[src/rtl/mux_arbiter_pkg.sv]
// Shared constants, output-register state encoding and helpers for mux_arbiter.
// Latency: n/a (declarations only).
// Backpressure: n/a.
package mux_arbiter_pkg;

  localparam int NUM_REQ = 4;
  localparam int SEL_W   = 2;

  // Output register occupancy.
  typedef enum logic {
    ST_EMPTY = 1'b0,
    ST_FULL  = 1'b1
  } out_state_e;

  // One-hot decode of a requester index.
  function automatic logic [NUM_REQ-1:0] onehot(input logic [SEL_W-1:0] idx);
    logic [NUM_REQ-1:0] v;
    v = '0;
    v[idx] = 1'b1;
    return v;
  endfunction

endpackage

[src/rtl/mux_arbiter_rr_pick.sv]
// rr_pick: combinational 4-way round-robin priority picker.
// Latency: purely combinational, zero cycles.
// Backpressure: none; the caller decides whether the pick is used.
// Ports:
//   req_eff  in  4  eligible requests
//   ptr      in  2  highest-priority index for this pick
//   win_oh   out 4  one-hot winner (0 when nothing requests)
//   win_idx  out 2  winner index (0 when nothing requests)
//   any      out 1  at least one eligible request
module rr_pick
  import mux_arbiter_pkg::*;
(
  input  logic [NUM_REQ-1:0] req_eff,
  input  logic [SEL_W-1:0]   ptr,
  output logic [NUM_REQ-1:0] win_oh,
  output logic [SEL_W-1:0]   win_idx,
  output logic               any
);

  logic [2*NUM_REQ-1:0] req_dbl;
  logic [2*NUM_REQ-1:0] req_shift;
  logic [NUM_REQ-1:0]   req_rot;
  logic [SEL_W-1:0]     offset;

  // Rotate so that bit 0 of req_rot is the requester at ptr; the lowest set
  // bit of the rotated vector is then the round-robin winner.
  assign req_dbl   = {req_eff, req_eff};
  assign req_shift = req_dbl >> ptr;
  assign req_rot   = req_shift[NUM_REQ-1:0];

  always_comb begin
    offset = '0;
    for (int k = NUM_REQ - 1; k >= 0; k--) begin
      if (req_rot[k]) offset = SEL_W'(k);
    end
  end

  assign any     = |req_eff;
  assign win_idx = any ? (ptr + offset) : '0;
  assign win_oh  = any ? onehot(ptr + offset) : '0;

endmodule

[src/rtl/mux_arbiter.sv]
// mux_arbiter: round-robin share of a 4:1 word mux feeding one registered output stream.
// Latency: 1 cycle from granted request to out_valid/out_data/sel.
// Backpressure: out_ready low while full holds the output and suppresses all grants.
// Ports:
//   clk, rst              clock, asynchronous active-high reset
//   req[3:0]              per-requester word valid
//   data_in[4*WIDTH-1:0]  requester words, word i at [i*WIDTH +: WIDTH]
//   last[3:0]             end-of-burst markers (only used with MUX_ARB_LOCK_EN)
//   gnt[3:0]              one-hot capture acknowledge (combinational)
//   sel[1:0]              index of requester whose word sits in out_data
//   out_valid/out_data    registered output word
//   out_ready             downstream accepts out_data
// Build option MUX_ARB_LOCK_EN: once a requester wins a beat without last,
// it keeps the mux until it delivers a beat with last set.
module mux_arbiter
  import mux_arbiter_pkg::*;
#(
  parameter int WIDTH = 1
) (
  input  logic                     clk,
  input  logic                     rst,
  input  logic [NUM_REQ-1:0]       req,
  input  logic [NUM_REQ*WIDTH-1:0] data_in,
  input  logic [NUM_REQ-1:0]       last,
  output logic [NUM_REQ-1:0]       gnt,
  output logic [SEL_W-1:0]         sel,
  output logic                     out_valid,
  output logic [WIDTH-1:0]         out_data,
  input  logic                     out_ready
);

  out_state_e          state_q;
  out_state_e          state_d;
  logic [SEL_W-1:0]    ptr;
  logic [NUM_REQ-1:0]  req_eff;
  logic [NUM_REQ-1:0]  win_oh;
  logic [SEL_W-1:0]    win_idx;
  logic                win_any;
  logic                load;
  logic [WIDTH-1:0]    word_sel;

`ifdef MUX_ARB_LOCK_EN
  logic                lock_vld;
  logic [SEL_W-1:0]    lock_idx;

  // While a burst is open only the lock owner is eligible.
  assign req_eff = lock_vld ? (req & onehot(lock_idx)) : req;
`else
  logic unused_last;
  assign unused_last = ^last;
  assign req_eff     = req;
`endif

  rr_pick u_rr_pick (
    .req_eff (req_eff),
    .ptr     (ptr),
    .win_oh  (win_oh),
    .win_idx (win_idx),
    .any     (win_any)
  );

  assign out_valid = (state_q == ST_FULL);

  // Grants are held off during reset so nothing is acknowledged that will
  // not be captured.
  assign load = !rst && win_any && (!out_valid || out_ready);
  assign gnt  = load ? win_oh : '0;

  always_comb begin
    word_sel = '0;
    for (int i = 0; i < NUM_REQ; i++) begin
      if (win_oh[i]) word_sel = data_in[i*WIDTH +: WIDTH];
    end
  end

  // Output register occupancy FSM.
  always_comb begin
    state_d = state_q;
    case (state_q)
      ST_EMPTY: if (load) state_d = ST_FULL;
      ST_FULL:  if (out_ready && !load) state_d = ST_EMPTY;
      default:  state_d = ST_EMPTY;
    endcase
  end

  always_ff @(posedge clk or posedge rst) begin
    if (rst) state_q <= ST_EMPTY;
    else     state_q <= state_d;
  end

  // Payload and select only change on a load; a drain leaves them as-is.
  always_ff @(posedge clk or posedge rst) begin
    if (rst) begin
      out_data <= '0;
      sel      <= '0;
    end else if (load) begin
      out_data <= word_sel;
      sel      <= win_idx;
    end
  end

`ifdef MUX_ARB_LOCK_EN
  // The pointer only moves past a requester once its burst is closed, so the
  // next arbitration after a burst starts at the following requester.
  always_ff @(posedge clk or posedge rst) begin
    if (rst) begin
      ptr      <= '0;
      lock_vld <= 1'b0;
      lock_idx <= '0;
    end else if (load) begin
      if (last[win_idx]) begin
        ptr      <= win_idx + SEL_W'(1);
        lock_vld <= 1'b0;
      end else begin
        lock_vld <= 1'b1;
        lock_idx <= win_idx;
      end
    end
  end
`else
  always_ff @(posedge clk or posedge rst) begin
    if (rst)       ptr <= '0;
    else if (load) ptr <= win_idx + SEL_W'(1);
  end
`endif

endmodule

[config.mk]
export PLATFORM = sky130hd
export DESIGN_NAME = mux_arbiter
export DESIGN_NICKNAME = d
export VERILOG_FILES = /design/src/rtl/mux_arbiter_pkg.sv /design/src/rtl/mux_arbiter_rr_pick.sv /design/src/rtl/mux_arbiter.sv
export SDC_FILE = /design/constraint.sdc
export NUM_CORES = 1
export LEC_CHECK = 0
export CAP_MARGIN = 20
export CORE_UTILIZATION = 40
export DETAILED_ROUTE_END_ITERATION = 12
export GPL_TIMING_DRIVEN = 0
export PLACE_DENSITY = 0.79
export SETUP_SLACK_MARGIN = 0.05
export SLEW_MARGIN = 20
export SYNTH_ARGS = -nofsm -noshare
export SYNTH_HDL_FRONTEND = slang
export SYNTH_SLANG_ARGS = --single-unit
export TNS_END_PERCENT = 10
[constraint.sdc]
create_clock -name clk -period 4.6 [get_ports clk]
set_input_delay 0.46 -clock clk [delete_from_list [all_inputs] [get_ports clk]]
set_output_delay 0.46 -clock clk [all_outputs]
set_load 0.005 [all_outputs]
Word level (Yosys, flattened, before mapping)
Cells that the tools add are included.
- memories: 0
- output and inout bits: 8
- memory bits (read-only): 0
- bits in registers: 6
- logic and storage cells: 35
- latch bits: 0
- input bits: 15
- memory bits (writable): 0
- equality and inequality tests: 0
- shifts and indexed selects: 1
- bitwise logic cells: 1
- divide/modulo/power cells: 0
- reduce and logical (&&, ||, !) cells: 9
- magnitude comparators: 2
- $add $sub $neg: 2
- $mul: 0
- mux-type cells: 16
- operators by type and width (kind ; number):
    two-way mux 2 bit ; 5
    two-way mux 4 bit ; 2
    right shift 8 x 2 -> 4 bit ; 1
    two-way mux 1 bit ; 7
    logical AND 1 bit ; 4
    OR reduction 4 bit ; 1
    zero test 1 bit ; 3
    < comparator 2 x 3 -> 1 bit (second input constant) ; 1
    adder 2 x 1 -> 2 bit (second input constant) ; 1
    adder 2 bit ; 1
    demux 1 bit (select 2 bit) ; 1
    greater-or-equal comparator 2 x 1 -> 1 bit (second input constant) ; 1
    case mux 1 bit (2 select lines) ; 1
    logical OR 1 bit ; 1
    NOT 1 bit ; 1

Longest topological paths before layout
- depth after elaboration: 15
- mapped depth: 11
- gate-level depth less buffers: 9

Modules after synthesis
From an unflattened synthesis, not the netlist that was laid out.
- cells, all modules: 64
- area total of the unflattened synthesis: 650.6 µm²
- by module, submodules not included (module ; seq. area each (µm²) ; instances ; cells an instance ; area each (µm²)):
    mux_arbiter ; 150.1 ; 1 ; 27 ; 356.6
    rr_pick ; 0.0 ; 1 ; 37 ; 294.0

Worst setup path before layout
Ideal clock, no wire load.
- kind: flip-flop to output port
- from: register ptr[0]
- to: output port gnt[0]
- path buffers: 1
- data arrival time: 2.059 ns
- path slack: 2.081 ns
- data required time: 4.140 ns
- cell stages (with the launch flop): 9
- cell sequence: dfrtp_1 buf_2 or4_1 o221ai_1 ha_1 inv_1 a2111oi_4 or2_4 nor3b_2
- cells in the longest elaborated chain, start to end: 12
- elaborated cells on any way between the ends: 13
- classes of those cells: add/sub (1); order compare (2); shift (1); mux (8); reduce/logical (1)
- ends and longest elaborated chain (what ; RTL line ; text):
    start: declaration ; mux_arbiter.sv:34 ; logic [SEL_W-1:0] ptr;
    start signal: assignment ; mux_arbiter.sv:123 ; else if (load) ptr <= win_idx + SEL_W'(1);
    right shift 8 x 2 -> 4 bit ; mux_arbiter_rr_pick.sv:28 ; assign req_shift = req_dbl >> ptr;
    two-way mux 2 bit (4 in a row) ; mux_arbiter_rr_pick.sv:34 ; if (req_rot[k]) offset = SEL_W'(k);
    adder 2 bit (*) ; mux_arbiter_rr_pick.sv:40 ; assign win_oh = any ? onehot(ptr + offset) : '0;
    < comparator 2 x 3 -> 1 bit (not written as such) or greater-or-equal comparator 2 x 1 -> 1 bit (tied branches) ; mux_arbiter_pkg.sv:19 ; v[idx] = 1'b1;
    logical AND 1 bit (not written as such) ; mux_arbiter_pkg.sv:19 ;
    two-way mux 1 bit (not written as such) ; mux_arbiter_pkg.sv:19 ;
    demux 1 bit (select 2 bit) (*) ; - ;
    two-way mux 4 bit (*) ; mux_arbiter_rr_pick.sv:40 ;
    two-way mux 4 bit (*) ; mux_arbiter.sv:67 ; assign gnt = load ? win_oh : '0;
    end: declaration ; mux_arbiter.sv:25 ; output logic [NUM_REQ-1:0] gnt,
Mark *: on every way between the ends. The rest lies on a longest branch, timed or not.

Worst setup path after layout
- from: input port req[0]
- to: output port gnt[0]
- cells in the longest elaborated chain, start to end: 12
- elaborated cells on any way between the ends: 16
- classes of those cells: add/sub (1); order compare (2); shift (1); mux (8); reduce/logical (4)
- ends and longest elaborated chain (what ; RTL line ; text):
    start: declaration ; mux_arbiter.sv:22 ; input logic [NUM_REQ-1:0] req,
    right shift 8 x 2 -> 4 bit ; mux_arbiter_rr_pick.sv:28 ;
    two-way mux 2 bit (4 in a row) ; mux_arbiter_rr_pick.sv:34 ;
    adder 2 bit ; mux_arbiter_rr_pick.sv:40 ;
    < comparator 2 x 3 -> 1 bit (not written as such) or greater-or-equal comparator 2 x 1 -> 1 bit (tied branches) ; mux_arbiter_pkg.sv:19 ;
    logical AND 1 bit (not written as such) ; mux_arbiter_pkg.sv:19 ;
    two-way mux 1 bit (not written as such) ; mux_arbiter_pkg.sv:19 ;
    demux 1 bit (select 2 bit) ; - ;
    two-way mux 4 bit ; mux_arbiter_rr_pick.sv:40 ;
    two-way mux 4 bit (*) ; mux_arbiter.sv:67 ;
Marks and branches as above.

==> out/metrics.cfg <==
[yosys]
synth.distinct_cells=44
syn_inst=81
yosys.area.top_type=dfrtp_1
syn_area_per_cell_um2=8.51
ys_seq_area_share_pct=21.8
synth_area_um2=689
ys_ff_latch=6
synth-edff-count=0
synth_top_area_share_pct=21.8
async_flop_share_pct=100
synth_area_leaders=dfrtp_1 (22%), nand2_1 (4.9%), mux2i_1 (4.4%), a2111oi_4 (4.0%), nor2_1 (3.8%)
yosysWarnings=0
syn_nets=97
ys.flop_type=dfrtp_1

[cts]
clock_path_buffers=2
clk_latency_ns=0.24
clk_pin_slew_worst_paths_ns=0.04
numCtsBuffers=3
cts-root-buf=clkbuf_4
cts_resized=0
post_cts_buffers=0
cts_sinks=6
holdBufCountCts=0
htree_levels=1
cts_tree=yes

[setup_path]
path_max_fanout=10
end_kind=primary output
arrival_ns=3.22
path_class=in2out
cp-start-kind=input pin
crit_required_ns=4.14
r2r_start=ptr[0]
cp-endpoint=gnt[0]
r2r_cells=10
crit_start=req[0]
rr_endpoint=ptr[1]
r2r_slack_ns=2.07

[timing]
min_period_over_period_pct=80.1
fin_crit_ns=3.68
fmax_mhz=272
relSlewSlack_pct=67.3
setup_viol=0
fin_skew_ns=0.00275
layout_setup_ws_ns=0.917
slew_violations=0
rsz0062_at_grt=no
setup_tns_ns=0
tightest_slew_ns=0.487
hold_viol_final=0

[placement]
routabilityCongestion=0.759
io_buffers=18
dp.cells=115
placed_area_um2=890
hpwl_mm=1.18
pre_cts_ws_ns=0.946

[pwr]
powerDensity_nw_per_um2=566
ir_worst_vdd_mv=0.380
p_leak_nw=0.387
total_power_mw=0.517

[drt]
ant_nets=0
vias=656
wire_per_inst_um=13.0
first_pass_iters=8
post-route-drc-count=2
via_per_inst=5.56
drt_iter0_markers=7
routed_wl_mm=1.53

[floorplanning]
die-area_um2=1890
io_pins=23
num_rows=14
start_util_pct=44.2
core_um2=1560
die_h_um=43.5
dieWidth_um=43.5

[job]
maxCapViolCount=0

[status]
violations=DRC
status=finished, violations left

[finish]
final_cell_mix=clkdlybuf4s50_1 (18), nand2_1 (9), nor2_1 (7)
drive_gt1_share_pct=18.6
final_cells=118
antenna_cells=0
stdcell_area_um2=912
final_nets=120
layout_commonest_cell=clkdlybuf4s50_1
area_delta_synth_final_pct=32.3
fillCellCount=150

[grt]
grt_max_degree=11
grt_pass1_wl_mm=2.59
grt_overflow=0
antenna_found_initial=0
track_usage_pct=17.9
grt_pass1_vias=616

[worst_hold_path]
min_path_type=reg2reg

layout make-up:
cell class / count / area [um^2] / share of cell area (%)
inverter: 6 / 22.5 / 2.47
timing repair buffer: 18 / 180 / 19.8
buffer: 6 / 47.5 / 5.21
clock buffer: 3 / 22.5 / 2.47
tap: 16 / 20.0 / 2.19
multi-input combinational: 63 / 469 / 51.4
sequential: 6 / 150 / 16.5
stage by stage:
| stage | hold slack, ns | util [%] |
|---|---|---|
| floorplan | 0.251 | - |
| global placement | 0.466 | 57.1 |
| detailed placement | 0.473 | 57.1 |
| CTS | 0.486 | 58.5 |
| global route | 0.506 | 58.5 |
| finish | 0.482 | 58.5 |
state kept, by name, summed over array words and instances, names as in the netlist:
register,cells
out_valid,1
sel,2
out_data,1
ptr,2
layer usage:
| layer | global-route usage, % | wire length, um | share of wire, % |
|---|---|---|---|
| met3 | 5.42 | 83 | 5.4 |
| met5 | 0 | 0 | 0 |
| met2 | 31.2 | 731 | 48 |
| met1 | 21.1 | 708 | 46 |
| met4 | 5.00 | 10 | 0.65 |
worst max-delay path, stage by stage:
cell and delay, ns:
clkdlybuf4s50_1 0.51, buf_4 0.18, nor3_1 0.05, a311oi_1 0.28, o221ai_1 0.18, ha_1 0.25
a211oi_1 0.41, or2_4 0.23, nor3b_2 0.15, clkdlybuf4s50_1 0.51
synthesized netlist by cell type (2+ instances only):
cell      instances
mux2i_1           3
inv_1             5
nor3_1            3
buf_2             2
a21o_1            2
nand2b_1          3
o31ai_1           2
a21oi_1           2
o32ai_1           2
xor2_1            2
buf_6             2
nand2_1           9
dfrtp_1           6
buf_4             2
nor2_1            7
logic make-up (layout without fill, tap and decap cells):
family / Yosys count / in the layout / synth area share [%]
muxes: 3 / 3 / 4.36
xor gates and xnor gates: 2 / 2 / 2.54
buffers and inverters: 12 / 33 / 10.2
AOI/OAI and AO/OA: 25 / 25 / 34.3
adders and majority gates: 1 / 1 / 1.81
DFF: 6 / 6 / 21.8
and+or+nand+nor: 32 / 32 / 25.0
power by group:
part,switching [mW],internal [mW],total [mW]
combinational,0.181,0.194,0.375
sequential,0.0187,0.0764,0.0951
clock,0.0173,0.0294,0.0467
total,0.217,0.299,0.517
worst min-delay path by stage:
stage | from | end | slack [ns] | cells after the start
finish | sel[0] | sel[0] | 0.48 | 2
global route | sel[0] | sel[0] | 0.51 | 2
CTS | rst | out_valid | 0.49 | 2
detailed placement | sel[0] | sel[0] | 0.47 | 2
global placement | sel[0] | sel[0] | 0.47 | 2
floorplan | rst | out_data | 0.25 | 1
(Power assumes the default switching activity.)
